[src/rtl/reg_dump_unit.sv]
// reg_dump_unit
//   Walks the register file in index order and emits one (address, data)
//   word per register on a valid/ready stream, so a bench or debug port can
//   snapshot CPU state without a memory dump. Each register takes three
//   cycles: drive the read address, capture the combinational read data,
//   then hold the word until the consumer accepts it.
//
// Ports
//   clk        clock, all state updates on posedge
//   rst        synchronous active-high reset; aborts a dump immediately
//   start      begin a dump (only looked at while idle)
//   busy       dump in progress; datapath muxes rd_addr onto the RF port
//   rd_addr    registered register-file read address
//   rd_data    register-file read data, combinational from rd_addr
//   out_valid  out_addr/out_data hold a word
//   out_ready  consumer accepts the word on a posedge with out_valid=1
//   out_addr   register index of the current word
//   out_data   register contents of the current word
//   done       one-cycle pulse after the last word is accepted
module reg_dump_unit #(
  parameter int NUM_REGS  = 32,
  parameter int ADDR_W    = 5,
  parameter int DATA_W    = 32,
  parameter bit SKIP_ZERO = 1'b0
) (
  input  logic              clk,
  input  logic              rst,
  input  logic              start,
  output logic              busy,
  output logic [ADDR_W-1:0] rd_addr,
  input  logic [DATA_W-1:0] rd_data,
  output logic              out_valid,
  input  logic              out_ready,
  output logic [ADDR_W-1:0] out_addr,
  output logic [DATA_W-1:0] out_data,
  output logic              done
);

  typedef enum logic [2:0] {
    S_IDLE,
    S_ADDR,
    S_CAPTURE,
    S_SEND,
    S_DONE
  } state_t;

  // r0 is hard-wired zero on some cores, so the walk may start at r1.
  localparam logic [ADDR_W-1:0] FIRST_IDX = SKIP_ZERO ? ADDR_W'(1) : '0;
  localparam logic [ADDR_W-1:0] LAST_IDX  = ADDR_W'(NUM_REGS - 1);

  state_t              state_q, state_d;
  logic [ADDR_W-1:0]   idx_q, idx_d;
  logic [ADDR_W-1:0]   rd_addr_q, rd_addr_d;
  logic [ADDR_W-1:0]   out_addr_q, out_addr_d;
  logic [DATA_W-1:0]   out_data_q, out_data_d;
  logic                out_valid_q, out_valid_d;

  // State and datapath registers
  always_ff @(posedge clk) begin
    if (rst) begin
      state_q     <= S_IDLE;
      idx_q       <= '0;
      rd_addr_q   <= '0;
      out_addr_q  <= '0;
      out_data_q  <= '0;
      out_valid_q <= 1'b0;
    end else begin
      state_q     <= state_d;
      idx_q       <= idx_d;
      rd_addr_q   <= rd_addr_d;
      out_addr_q  <= out_addr_d;
      out_data_q  <= out_data_d;
      out_valid_q <= out_valid_d;
    end
  end

  // Next-state and datapath next values
  always_comb begin
    state_d     = state_q;
    idx_d       = idx_q;
    rd_addr_d   = rd_addr_q;
    out_addr_d  = out_addr_q;
    out_data_d  = out_data_q;
    out_valid_d = out_valid_q;
    unique case (state_q)
      S_IDLE: begin
        rd_addr_d = '0;
        if (start) begin
          state_d   = S_ADDR;
          idx_d     = FIRST_IDX;
          // rd_addr is registered, so it must be loaded on the edge into ADDR
          rd_addr_d = FIRST_IDX;
        end
      end
      S_ADDR: begin
        // Settle cycle: the register file read is combinational from rd_addr.
        state_d = S_CAPTURE;
      end
      S_CAPTURE: begin
        out_data_d  = rd_data;
        out_addr_d  = idx_q;
        out_valid_d = 1'b1;
        state_d     = S_SEND;
      end
      S_SEND: begin
        if (out_ready) begin
          out_valid_d = 1'b0;
          if (idx_q == LAST_IDX) begin
            state_d = S_DONE;
          end else begin
            idx_d     = idx_q + 1'b1;
            rd_addr_d = idx_q + 1'b1;
            state_d   = S_ADDR;
          end
        end
      end
      S_DONE: begin
        rd_addr_d = '0;
        state_d   = S_IDLE;
      end
      default: begin
        state_d = S_IDLE;
      end
    endcase
  end

  // Outputs
  always_comb begin
    busy      = (state_q != S_IDLE);
    done      = (state_q == S_DONE);
    rd_addr   = rd_addr_q;
    out_valid = out_valid_q;
    out_addr  = out_addr_q;
    out_data  = out_data_q;
  end

endmodule

[config.mk]
export PLATFORM = sky130hd
export DESIGN_NAME = reg_dump_unit
export DESIGN_NICKNAME = d
export VERILOG_FILES = /design/src/rtl/reg_dump_unit.sv
export SDC_FILE = /design/constraint.sdc
export NUM_CORES = 1
export LEC_CHECK = 0
export CORE_MARGIN = 3
export CORE_UTILIZATION = 49
export DETAILED_ROUTE_END_ITERATION = 12
export DONT_BUFFER_PORTS = 1
export PLACE_DENSITY = 0.72
export REMOVE_ABC_BUFFERS = 1
export SLEW_MARGIN = 5
export SYNTH_ARGS = -nofsm -noshare
export SYNTH_HDL_FRONTEND = slang
export SYNTH_SLANG_ARGS = --single-unit
export TNS_END_PERCENT = 50
[constraint.sdc]
create_clock -name clk -period 2.5 [get_ports clk]
set_input_delay 0.5 -clock clk [delete_from_list [all_inputs] [get_ports clk]]
set_output_delay 0.5 -clock clk [all_outputs]
set_load 0.01 [all_outputs]
# Word level (Yosys, flattened, before mapping)

Index checks and enable logic that the tools add are counted.

Output and inout port bits: 45
Word-level logic and storage cells: 36
Input bits: 36
Register bits after elaboration: 51

Add/subtract/negate cells: 1
Equal/unequal tests: 8
Mux-type cells: 11
Reductions and logical operators: 10

Operators with widths:

| operator            | number |
|---|---|
| $pmux 5 s2          | 2 |
| $mux 5              | 3 |
| $pmux 3 s4          | 1 |
| $mux 3              | 3 |
| $eq 3x2->1 const B  | 2 |
| $ne 2x2->1 const B  | 3 |
| $reduce_bool 2->1   | 3 |
| $add 5x1->5 const B | 1 |
| $eq 5x5->1 const B  | 1 |
| $reduce_and 2->1    | 2 |
| $reduce_and 4->1    | 1 |
| $eq 3x1->1 const B  | 1 |
| $eq 3x3->1 const B  | 1 |
| $logic_not 3->1     | 1 |
| $reduce_and 3->1    | 1 |
| $reduce_bool 3->1   | 1 |
| $pmux 1 s2          | 1 |
| $reduce_or 2->1     | 1 |
| $mux 1              | 1 |

# Depth between registers and ports, before layout

Depth after elaboration: 4
Depth in mapped cells: 7
Mapped depth without buffers: 6

# Worst setup path before layout

OpenSTA, ideal clock, no wires.

Kind: register to register
From: register idx_q[0]
To: register idx_q[3]
Data required time: 2.408 ns
Buffers on the path: 1
Setup time: 0.092 ns
Slack: 0.781 ns
Period minus slack after synthesis: 1.719 ns
Arrival time: 1.627 ns
Cell stages (with the launch flop): 8
Cell sequence: dfxtp_1 > ha_1 > and3_1 > ha_1 > nand3b_1 > buf_4 > or3_1 > o32ai_1

Word-level cells in the longest chain between the ends: 4
Elaborated cells on any way between the ends: 7
Those cells by class: 1 x add/sub; 2 x eq/ne; 3 x mux; 1 x reduce/logical

RTL lines:

| item                   | RTL line | source |
|---|---|---|
| start, declared        | 52       | `logic [ADDR_W-1:0] idx_q, idx_d;` |
| start signal, assigned | 69       | `idx_q <= idx_d;` |
| $add 5x1->5            | 111      | `idx_d = idx_q + 1'b1;` |
| $mux 5                 | 108      | `if (idx_q == LAST_IDX) begin` |
| $mux 5                 | 106      | `if (out_ready) begin` |
| $pmux 5 s2             | 85       | `unique case (state_q)` |

Several ways; a longest one is shown, not always the timed one. The select of a mux whose other input is x is not followed.
A chain may end at the register's enable or synchronous reset.

# Worst setup path after layout

From: register idx_q[0]
To: register rd_addr_q[0] (netlist: rd_addr[0])

Word-level cells in the longest chain between the ends: 4
Elaborated cells on any way between the ends: 7
Those cells by class: 1 x add/sub; 2 x eq/ne; 3 x mux; 1 x reduce/logical

RTL lines:

| item                 | RTL line | source |
|---|---|---|
| $add 5x1->5          | 112      | `rd_addr_d = idx_q + 1'b1;` |
| $mux 5               | 108      |  |
| $mux 5               | 106      |  |
| $pmux 5 s2           | 85       |  |
| end signal, assigned | 70       | `rd_addr_q <= rd_addr_d;` |
| end, declared        | 53       | `logic [ADDR_W-1:0] rd_addr_q, rd_addr_d;` |

Several ways; a longest one is shown, not always the timed one. The select of a mux whose other input is x is not followed.

==> results.ini <==
[placement]
post-dp-hpwl_um=2790
io_buffer_count=0
placed_cells=270
gp_congestion=0.829

[die]
die_h_um=70.3
die_w_um=70.3
initial_core_util=0.530
core-area_mm2=0.00383
dieArea_mm2=0.00495
fp-row-count=22
num_io_pins=81

[drt]
drtPass1Iterations=4
vias=1559
drt_iter0_markers=63
wl_per_cell_um=14.8
via_per_inst=5.61
drc=0
antenna_left=0
routed_wl_um=4110

[setup_path]
r2r_cells=6
cpMostUsedCell=ha_1
cpMaxStageDelayCell=or3_1
rr_startpoint=idx_q[0]
worstSetupStartpoint=idx_q[0]
worstPathRequired_ns=2.73
cp-start-kind=flop
crit_buf_inv=0
crit_end=rd_addr[0]
crit_arrival_ns=2.28
crit_path_max_incr_delay_ns=0.45
r2r_setup_slack_ns=0.45
reg2reg_to=rd_addr[0]
critPathMaxFanout=11
critPathKind=reg2reg
path_depth=6
path_cells=ha_1, and3_1, ha_1, nand3b_1, or3_1, a21oi_1
path_delay_family=simple AND/OR/NAND/NOR gates
cp-end-kind=flop

[grt]
grt_pass1_wl_um=6620
grt_max_degree=53
grt-ovfl-total=0
antenna_found_initial=0
first_global_vias=1444
grt_util_all_layers=0.163

[clocking]
cts_tree=done
cts-root-buf=clkbuf_8
cts_buffers=5
clkLatencyLatePin_ns=0.29
hold_buffers=0
post_cts_buffers=0
cts_sinks=51
cts_buffer_depth=2
cts_resized=0
clk_pin_slew_worst_paths_ns=0.09
cts_max_level=2

[timing]
slew_viol_final=0
max_freq_mhz=488
final_hold_viol_count=0
setup_viol=0
worst_slew_pin_slew_ns=0.468
min_period_over_period=0.820
tns_ns=0
rsz0062_at_grt=false
min_period_ns=2.05
finalClockSkew_ns=0.00296
slew_headroom=0.688

[cells_and_area]
post-route-util=0.541
diodes=0
layout.cells.non_filler=278
drive_above_1_share=0.0739
fillers=368
fin_nets=267
syn_to_final_growth_pct=2.04

[logic_synthesis]
synth_flop_cell=dfxtp_1
syn_area_per_cell_um2=8.52
yosysMostFrequentCell=nand2_1
synthArstFlopShare=0
syn-cell-area_mm2=0.00203
synth_largest_area_cell=dfxtp_1
ys_warn_count=0
synth-seq-cells=51
ys_types=33
ys_top_cells_by_area=dfxtp_1, nand2_1, a21oi_1, buf_6, a21oi_2
synth_top_cell_area_share=0.503
yosysSeqAreaShare=0.503
syn_inst=238
synth_edf_count=0
synth_common_cells=nand2_1, dfxtp_1, a21oi_1

[power_and_ir_drop]
total_power_mw=1.48
leakagePower_nw=0.695
p_per_area_mw_per_mm2=715
ir_worst_vdd_mv=0.440

[job]
drv_cap=0

[hold_path]
hp-class=in2reg

[status]
status=finished, final reports clean

==> how the worst min path moves through the flow <==
| stage | depth (start not counted) | from | end | slack, ns |
|---|---|---|---|---|
| 2_1_floorplan | 2 | idx_q[3] | out_addr[3] | 0.44 |
| 3_3_place_gp | 2 | idx_q[4] | out_addr[4] | 0.48 |
| 4_1_cts | 1 | rst | out_addr[4] | 0.25 |
| 3_5_place_dp | 2 | idx_q[3] | out_addr[3] | 0.48 |
| 5_1_grt | 1 | rst | out_addr[4] | 0.24 |
| 6_report | 1 | rst | out_addr[4] | 0.26 |
==> power breakdown <==
group          leakage [nW]  internal [mW]  total [mW]  switching (mW)
sequential            0.414          0.851       0.902          0.0509
clock                0.0412          0.196       0.448           0.252
combinational         0.240         0.0487       0.130          0.0814
total                 0.695           1.10        1.48           0.385
==> final cells by class <==
type / instances / area (µm²) / share of cell area
clock inverter: 2 / 12.5 / 0.00605
tap: 48 / 60.1 / 0.0290
timing repair buffer: 2 / 27.5 / 0.0133
sequential: 51 / 1020 / 0.493
clock buffer: 6 / 72.6 / 0.0351
inverter: 2 / 7.51 / 0.00363
multi-input combinational: 167 / 868 / 0.420
==> cell families after synthesis <==
family	Yosys count	synth area share
AND/OR/NAND/NOR	100	0.226
AO/OA/AOI/OAI	63	0.181
flip-flops	51	0.503
buffers and inverters	20	0.0685
XOR/XNOR	2	0.00864
adder cells (fa/ha/maj)	2	0.0123
==> through the flow <==
| stage | worst slack (ns) | hold slack (ns) | instance area (µm²) |
|---|---|---|---|
| floorplan | 0.720 | 0.443 | 1900 |
| global placement | 0.553 | 0.476 | 1980 |
| finish | 0.450 | 0.258 | 2070 |
| detailed placement | 0.488 | 0.481 | 1980 |
| CTS | 0.457 | 0.247 | 2070 |
| global route | 0.317 | 0.237 | 2070 |
==> routing by layer <==
layer	share of wire	track usage
met2	0.46	0.268
met5	0	0
met4	0.0032	0.0383
met3	0.11	0.0820
met1	0.42	0.187
==> placed cells by master, fill, tap and decap left out, types with 2 or more instances in the layout <==
cell type,synthesis,routed
a2111oi_0,2,2
clkbuf_8,0,5
o211ai_1,4,4
xnor2_1,2,2
or3_1,3,3
ha_1,2,2
and3_1,3,3
dfxtp_1,51,51
o21a_1,3,3
o21ai_1,4,4
nand3_1,3,3
a21oi_1,41,41
nand4b_1,2,2
nand2_1,75,75
inv_1,2,2
a21oi_2,5,5
nor2_1,4,4
==> sequential cells by signal (all words and copies together), names as in the netlist <==
register and cells:
idx_q 5, state_q 3, out_addr 5, out_valid 1, out_data 32, rd_addr 5
Note: power is estimated with default switching activity, not from simulation.
